### src/rtl/spi_master_ctrl.sv
// SPI command-frame initiator: sends a 10-bit {opcode,payload} frame MSB first,
// holds select through turnaround, and captures an 8-bit reply for opcode 11.
module spi_master_ctrl #(
  parameter int unsigned TURN = 2,
  parameter int unsigned GAP  = 1
) (
  input  logic       clk,
  input  logic       rst_n,
  input  logic       start,
  input  logic [1:0] cmd,
  input  logic [7:0] payload,
  input  logic       miso,
  output logic       mosi,
  output logic       ss_n,
  output logic       busy,
  output logic       done,
  output logic [7:0] rx_data,
  output logic       rx_valid
);

  typedef enum logic [2:0] {
    S_IDLE, S_SEL, S_SHIFT, S_TURN, S_RECV, S_GAP
  } state_e;

  localparam logic [3:0] TURN_LAST = 4'(TURN - 1);
  localparam logic [3:0] GAP_LAST  = 4'(GAP - 1);
  // Wraps to 4'hF when GAP==1; that branch is unreachable in that case.
  localparam logic [3:0] GAP_PRE   = 4'(GAP - 2);

  state_e     state_q;
  logic [3:0] cnt_q;
  logic [9:0] sr_q;
  logic       rd_q;
  logic       mosi_q, ss_n_q, busy_q, done_q, rx_valid_q;
  logic [7:0] rx_q;

  always_ff @(posedge clk or negedge rst_n) begin
    if (!rst_n) begin
      state_q    <= S_IDLE;
      cnt_q      <= '0;
      sr_q       <= '0;
      rd_q       <= 1'b0;
      mosi_q     <= 1'b0;
      ss_n_q     <= 1'b1;
      busy_q     <= 1'b0;
      done_q     <= 1'b0;
      rx_valid_q <= 1'b0;
      rx_q       <= '0;
    end else begin
      done_q     <= 1'b0;
      rx_valid_q <= 1'b0;
      unique case (state_q)
        S_IDLE: begin
          if (start) begin
            sr_q    <= {cmd, payload};
            rd_q    <= &cmd;
            cnt_q   <= '0;
            ss_n_q  <= 1'b0;
            busy_q  <= 1'b1;
            mosi_q  <= 1'b0;
            state_q <= S_SEL;
          end
        end
        S_SEL: begin
          mosi_q  <= sr_q[9];
          sr_q    <= {sr_q[8:0], 1'b0};
          cnt_q   <= '0;
          state_q <= S_SHIFT;
        end
        S_SHIFT: begin
          if (cnt_q == 4'd9) begin
            mosi_q  <= 1'b0;
            cnt_q   <= '0;
            state_q <= S_TURN;
          end else begin
            mosi_q <= sr_q[9];
            sr_q   <= {sr_q[8:0], 1'b0};
            cnt_q  <= cnt_q + 4'd1;
          end
        end
        S_TURN: begin
          if (cnt_q == TURN_LAST) begin
            cnt_q <= '0;
            if (rd_q) begin
              state_q <= S_RECV;
            end else begin
              ss_n_q     <= 1'b1;
              done_q     <= (GAP == 1);
              rx_valid_q <= 1'b0;
              state_q    <= S_GAP;
            end
          end else begin
            cnt_q <= cnt_q + 4'd1;
          end
        end
        S_RECV: begin
          // Cycle 0 of RECV is slave latency; miso is only trusted afterwards.
          if (cnt_q != 4'd0) rx_q <= {rx_q[6:0], miso};
          if (cnt_q == 4'd8) begin
            cnt_q      <= '0;
            ss_n_q     <= 1'b1;
            done_q     <= (GAP == 1);
            rx_valid_q <= (GAP == 1);
            state_q    <= S_GAP;
          end else begin
            cnt_q <= cnt_q + 4'd1;
          end
        end
        S_GAP: begin
          if (cnt_q == GAP_LAST) begin
            busy_q  <= 1'b0;
            cnt_q   <= '0;
            state_q <= S_IDLE;
          end else begin
            cnt_q <= cnt_q + 4'd1;
            if (cnt_q == GAP_PRE) begin
              done_q     <= 1'b1;
              rx_valid_q <= rd_q;
            end
          end
        end
        default: state_q <= S_IDLE;
      endcase
    end
  end

  assign mosi     = mosi_q;
  assign ss_n     = ss_n_q;
  assign busy     = busy_q;
  assign done     = done_q;
  assign rx_data  = rx_q;
  assign rx_valid = rx_valid_q;

endmodule
### config.mk
export PLATFORM = sky130hd
export DESIGN_NAME = spi_master_ctrl
export DESIGN_NICKNAME = d
export VERILOG_FILES = /design/src/rtl/spi_master_ctrl.sv
export SDC_FILE = /design/constraint.sdc
export NUM_CORES = 1
export LEC_CHECK = 0
export BUFFER_PORTS_ARGS = -buffer_cell sky130_fd_sc_hd__buf_4
export CORE_UTILIZATION = 55
export DETAILED_ROUTE_END_ITERATION = 16
export PLACE_DENSITY = 0.86
export SYNTH_ARGS = -nofsm -noshare
export SYNTH_HDL_FRONTEND = slang
export SYNTH_SLANG_ARGS = --single-unit
### constraint.sdc
create_clock -name clk -period 1.8 [get_ports clk]
set_input_delay 0.18 -clock clk [delete_from_list [all_inputs] [get_ports clk]]
set_output_delay 0.18 -clock clk [all_outputs]
set_load 0.005 [all_outputs]
## Word level (Yosys, flattened, before mapping)

Index checks and enable logic that the tools add are counted.

| storage, ports and cells | value |
|---|---|
| register bits after elaboration | 31 |
| input bits | 14 |
| output and inout bits | 13 |
| logic and storage cells | 78 |

| operators by class | value |
|---|---|
| add/sub/neg operators | 1 |
| equal/unequal tests | 16 |
| multiplexer cells | 35 |
| reduce and logical (&&, ||, !) cells | 16 |

Operators with widths:

| operator | number |
|---|---|
| $pmux 10 s3 | 1 |
| $pmux 4 s6 | 1 |
| $mux 10 | 2 |
| $mux 4 | 5 |
| $pmux 3 s6 | 1 |
| $mux 1 | 15 |
| $mux 3 | 5 |
| $ne 2x2->1 const B | 7 |
| $eq 4x4->1 const B | 3 |
| $reduce_and 2->1 | 5 |
| $reduce_and 5->1 | 2 |
| $pmux 1 s3 | 3 |
| $eq 3x2->1 const B | 2 |
| $eq 3x3->1 const B | 2 |
| $reduce_and 3->1 | 2 |
| $reduce_bool 3->1 | 2 |
| $reduce_bool 6->1 | 1 |
| $add 4x1->4 const B | 1 |
| $eq 4x1->1 const B | 1 |
| $logic_not 4->1 | 1 |
| $pmux 1 s2 | 2 |
| $reduce_bool 4->1 | 1 |
| $eq 3x1->1 const B | 1 |
| $logic_not 3->1 | 1 |
| $reduce_bool 2->1 | 1 |

## Depth between registers and ports, before layout

| depth | value |
|---|---|
| depth in word-level cells | 4 |
| mapped depth | 7 |
| mapped depth without buffers | 6 |

## Worst setup path after synthesis

Ideal clock, no wire load.

| timing path | value |
|---|---|
| kind | register to register |
| start point | reg cnt_q[0] |
| end point | reg cnt_q[2] |
| setup time | 0.126 ns |
| arrival | 1.377 ns |
| data required time | 1.674 ns |
| setup slack | 0.297 ns |
| cell stages (with the launch flop) | 7 |
| buffers on the path | 0 |
| period minus slack after synthesis | 1.503 ns |
| path through | dfrtp_1 > inv_1 > ha_1 > nand2b_1 > o21ai_1 > nand2_1 > a221o_1 |

| on the way | value |
|---|---|
| longest elaborated chain between the ends | 3 |
| elaborated cells on any way between the ends | 10 |
| those cells by class | add/sub (1); eq/ne (3); mux (5); reduce/logical (1) |

Ends and longest elaborated chain:

| element | RTL line | text |
|---|---|---|
| start: declaration | 31 | `logic [3:0] cnt_q;` |
| start signal: assignment | 78 | `cnt_q <= cnt_q + 4'd1;` |
| start signal: assignment | 93 | `cnt_q <= cnt_q + 4'd1;` |
| start signal: assignment | 106 | `cnt_q <= cnt_q + 4'd1;` |
| $add 4x1->4 (tied with other cells) | -- |  |
| $mux 4 (on tied branches) | -- |  |
| $pmux 4 s6 * | 52 | `unique case (state_q)` |

Mark *: on every way between the ends. The rest lies on a longest branch, timed or not.
A chain may end at the register's enable or synchronous reset.

## Worst setup path after layout

| timing path | value |
|---|---|
| start point | reg cnt_q[0] |
| end point | reg rx_q[7], in the netlist rx_data[7] |

| on the way | value |
|---|---|
| longest elaborated chain between the ends | 2 |

Ends and longest elaborated chain:

| element | RTL line | text |
|---|---|---|
| $reduce_bool 4->1 | 98 | `if (cnt_q != 4'd0) rx_q <= {rx_q[6:0], miso};` |
| $reduce_and 2->1 (no source line) | -- |  |
| end signal: assignment | 98 |  |
| end: declaration | 35 | `logic [7:0] rx_q;` |

No other way between the ends.

==> results.tsv <==
stage	metric	value	unit
outcome	run_status	complete, no violations	
sta	clock_skew	12.64	ps
sta	timing_worst_slew_pin_value	382.5	ps
setup_path	crit_path_max_incr_delay	420	ps
die	num_io_pins	27	
final_layout	post_route_cells_drive_above_1_share	27.03	%
sta	timing.final.max_slew_violations	0	
sta	setup_repair_after_global_routing_missed_its_margin	false	
synthesis	synthDominantAreaCellType	dfrtp_1	
setup_path	top_cell_family_by_delay_on_the_critical_path	flip-flops	
synthesis	post-synth-top-count-cell	dfrtp_1	
setup_path	crit_path_start_kind	register	
setup_path	cp_cell_sequence	inv_1 -> ha_1 -> nand2b_1 -> o211ai_4 -> mux2_1	
synthesis	synth_seq_cells	31	
setup_path	crit_path_arrival_time	1940	ps
sta	fin_crit_sh	95.43	%
route	ant_nets	0	
setup_path	cp.required	2020	ps
route	drt-wirelength-per-cell	14.28	µm
clock_network	htree_num_levels	2	
clock_network	insertion_delay_of_the_later_clocked_pin_in_the_worst_skew_pair	340	ps
placement	portBuffers	26	
die	design.die.area	3042	µm²
synthesis	postSynthAreaPerCell	10.50	µm²
synthesis	synth_enable_flop_cells	0	
power	leakage	0.9062	nW
sta	max_freq	0.5822	GHz
global_route	grt_pass1_vias	1124	
route	post_route_drc_violation_count	0	
global_route	number_of_antenna_violations_at_the_first_check_in_global_routing	0	
synthesis	sequential_share_of_the_synthesized_area	50.00	%
clock_network	cts_num_sinks	31	
global_route	grt_pass1_wl	4.836	mm
synthesis	synthTopCellsByArea	dfrtp_1, mux2i_1, mux2_1	
die	starting_density	60.53	%
placement	dp_slack	107.5	ps
synthesis	synth_common_cells	dfrtp_1, nand2_1, o21ai_1, mux2i_1	
route	first_pass_iters	4	
setup_path	path_class	register to register	
global_route	grt_start_max_net_pins	32	
synthesis	dominantRegCellSynth	dfrtp_1	
synthesis	syn-cell-area	1554	µm²
die	fp.coreArea	2567	µm²
placement	detail_placement_hpwl	2.268	mm
die	floorplan_row_count	18	
setup_path	cp.buffers_inverters	1	
global_route	grt_util_all_layers	23.78	%
power	vdd.ir_drop.worst	1208	µV
sta	max-slew-margin-rel	74.50	%
final_layout	number_of_diodes_added_for_antenna_fixing	0	
sta	setup_total_negative_slack	0	ps
sta	report.final.setup_viol	0	
route	vias_per_cell	5.660	
sta	hold_viol_final	0	
synthesis	synth.top_cell.area_share	48.31	%
route	drtIter0Drc	34	
setup_path	timing.critical_path.to_type	register	
synthesis	async_flop_share	100.0	%
clock_network	cts_buffer_depth	2	
final_layout	design.final.nets	201	
route	num_vias	1217	
placement	gpl.final_weighted_congestion	0.8712	
synthesis	ys_types	34	
job	max_cap_violations	0	
power	power.density_cell_area	1624	nW/µm²
clock_network	clock_tree.root_cell	clkbuf_4	
global_route	globalRouteOverflowTotal	0	
die	floorplan.die.height	55.16	µm
clock_network	tritoncts	built	
route	finalWirelength	3.071	mm
sta	post-route-worst-setup-slack	82.32	ps
die	die_width	55.16	µm
clock_network	worst_setup_hold_path_clk_slew	90	ps
synthesis	postSynthCellCount	148	
sta	finalCriticalPeriod	1718	ps
setup_path	slowest_library_cell_on_the_worst_path	dfrtp_1	
final_layout	flow.area_growth_from_synthesis	20.93	%
setup_path	cp_max_fo	8	
synthesis	synthesis.nets	165	
worst_hold_path	hold_path.class	input pin to register	
clock_network	cts_inserted_buffers	5	
synthesis	yosys_warnings	0	
clock_network	cts_post_setup_buffers_inserted	0	
==> final timing paths <==
kind	startpoint	slack, ps	endpoint	cells after the start
max in group asynchronous	rst_n	1190	ss_n$_DFFE_PN1P_	2
worst max-delay path	cnt_q[0]$_DFFE_PN0P_	80	rx_data[7]$_DFFE_PN0P_	5
worst max register to register	cnt_q[0]$_DFFE_PN0P_	80	rx_data[7]$_DFFE_PN0P_	5
min in group asynchronous	rst_n	290	rd_q$_DFFE_PN0P_	2
worst min register to register	ss_n$_DFFE_PN1P_	490	ss_n$_DFFE_PN1P_	2
worst min-delay path	miso	50	rx_data[0]$_DFFE_PN0P_	2
==> per-stage QoR <==
step | hold slack, ps | power, mW | util (%) | cells | cell area (µm²)
finish | 47.55 | 3.051 | 73.20 | 215 | 1879
CTS | 33.68 | 3.057 | 73.05 | 215 | 1876
global route | 29.88 | 3.287 | 73.20 | 215 | 1879
global placement | 122.1 | 2.569 | 70.71 | 206 | 1815
detailed placement | 128.7 | 2.661 | 70.71 | 206 | 1815
floorplan | -115.6 | 2.207 | - | 148 | 1554
==> logic make-up (layout without fill, tap and decap cells) <==
group / after synthesis / count (layout) / share of synthesized area, %
AND/OR/NAND/NOR: 41 / 41 / 13.04
AO/OA/AOI/OAI: 40 / 40 / 17.07
flip-flops: 31 / 31 / 50.00
multiplexers: 18 / 18 / 12.24
buffers and inverters: 14 / 51 / 4.670
adder cells (fa/ha/maj): 3 / 3 / 2.416
XOR/XNOR: 1 / 1 / 0.5637
==> sequential cells by signal, indices dropped and copies added (netlist names) <==
| signal | count |
|---|---|
| mosi | 1 |
| busy | 1 |
| sr_q | 10 |
| rx_valid | 1 |
| cnt_q | 4 |
| state_q | 3 |
| done | 1 |
| ss_n | 1 |
| rx_data | 8 |
| rd_q | 1 |
==> worst reg2reg max path, delay by kind of cell (launching register included) <==
kind,cells,cell delay [ps]
flip-flops,1,420
multiplexers,1,370
AO/OA/AOI/OAI,1,360
adder cells (fa/ha/maj),1,170
AND/OR/NAND/NOR,1,170
buffers and inverters,1,120
==> power by group <==
group	internal (mW)	leakage (nW)	switching (mW)
logic	0.700	0.484	0.819
registers	0.957	0.393	0.184
clock network	0.152	0.0293	0.240
==> layout make-up <==
cell class	count	area (µm²)
Clock buffer	7	45.04
Clock inverter	1	5.005
Fill cell	188	688.2
Inverter	7	26.28
Multi-Input combinational cell	103	715.7
Sequential cell	31	777.0
Tap cell	30	37.54
Timing Repair Buffer	36	272.8
==> cells in the final DEF (no fill, tap or decap), types with 5 or more instances in the layout <==
| master | instances |
|---|---|
| a21oi_1 | 5 |
| buf_4 | 35 |
| clkbuf_4 | 5 |
| dfrtp_1 | 30 |
| inv_1 | 5 |
| mux2_1 | 8 |
| mux2i_1 | 10 |
| nand2_1 | 18 |
| nand2b_1 | 8 |
| o21ai_0 | 5 |
| o21ai_1 | 14 |
==> repair_timing <==
action / in CTS / in global routing
hold buffers: 1 / 0
resized for setup: 0 / 1
endpoints found under the hold margin: 30 / 0
endpoints found under the setup margin: 0 / 1
==> metal layers <==
layer / wire (µm) / GRT usage (%) / up-vias
li1: - / - / 594
met1: 1302 / 28.30 / 573
met2: 1527 / 38.96 / 46
met3: 219 / 10.11 / 4
met4: 22 / 7.083 / 0
met5: 0 / 0 / -
(Power assumes the default switching activity.)
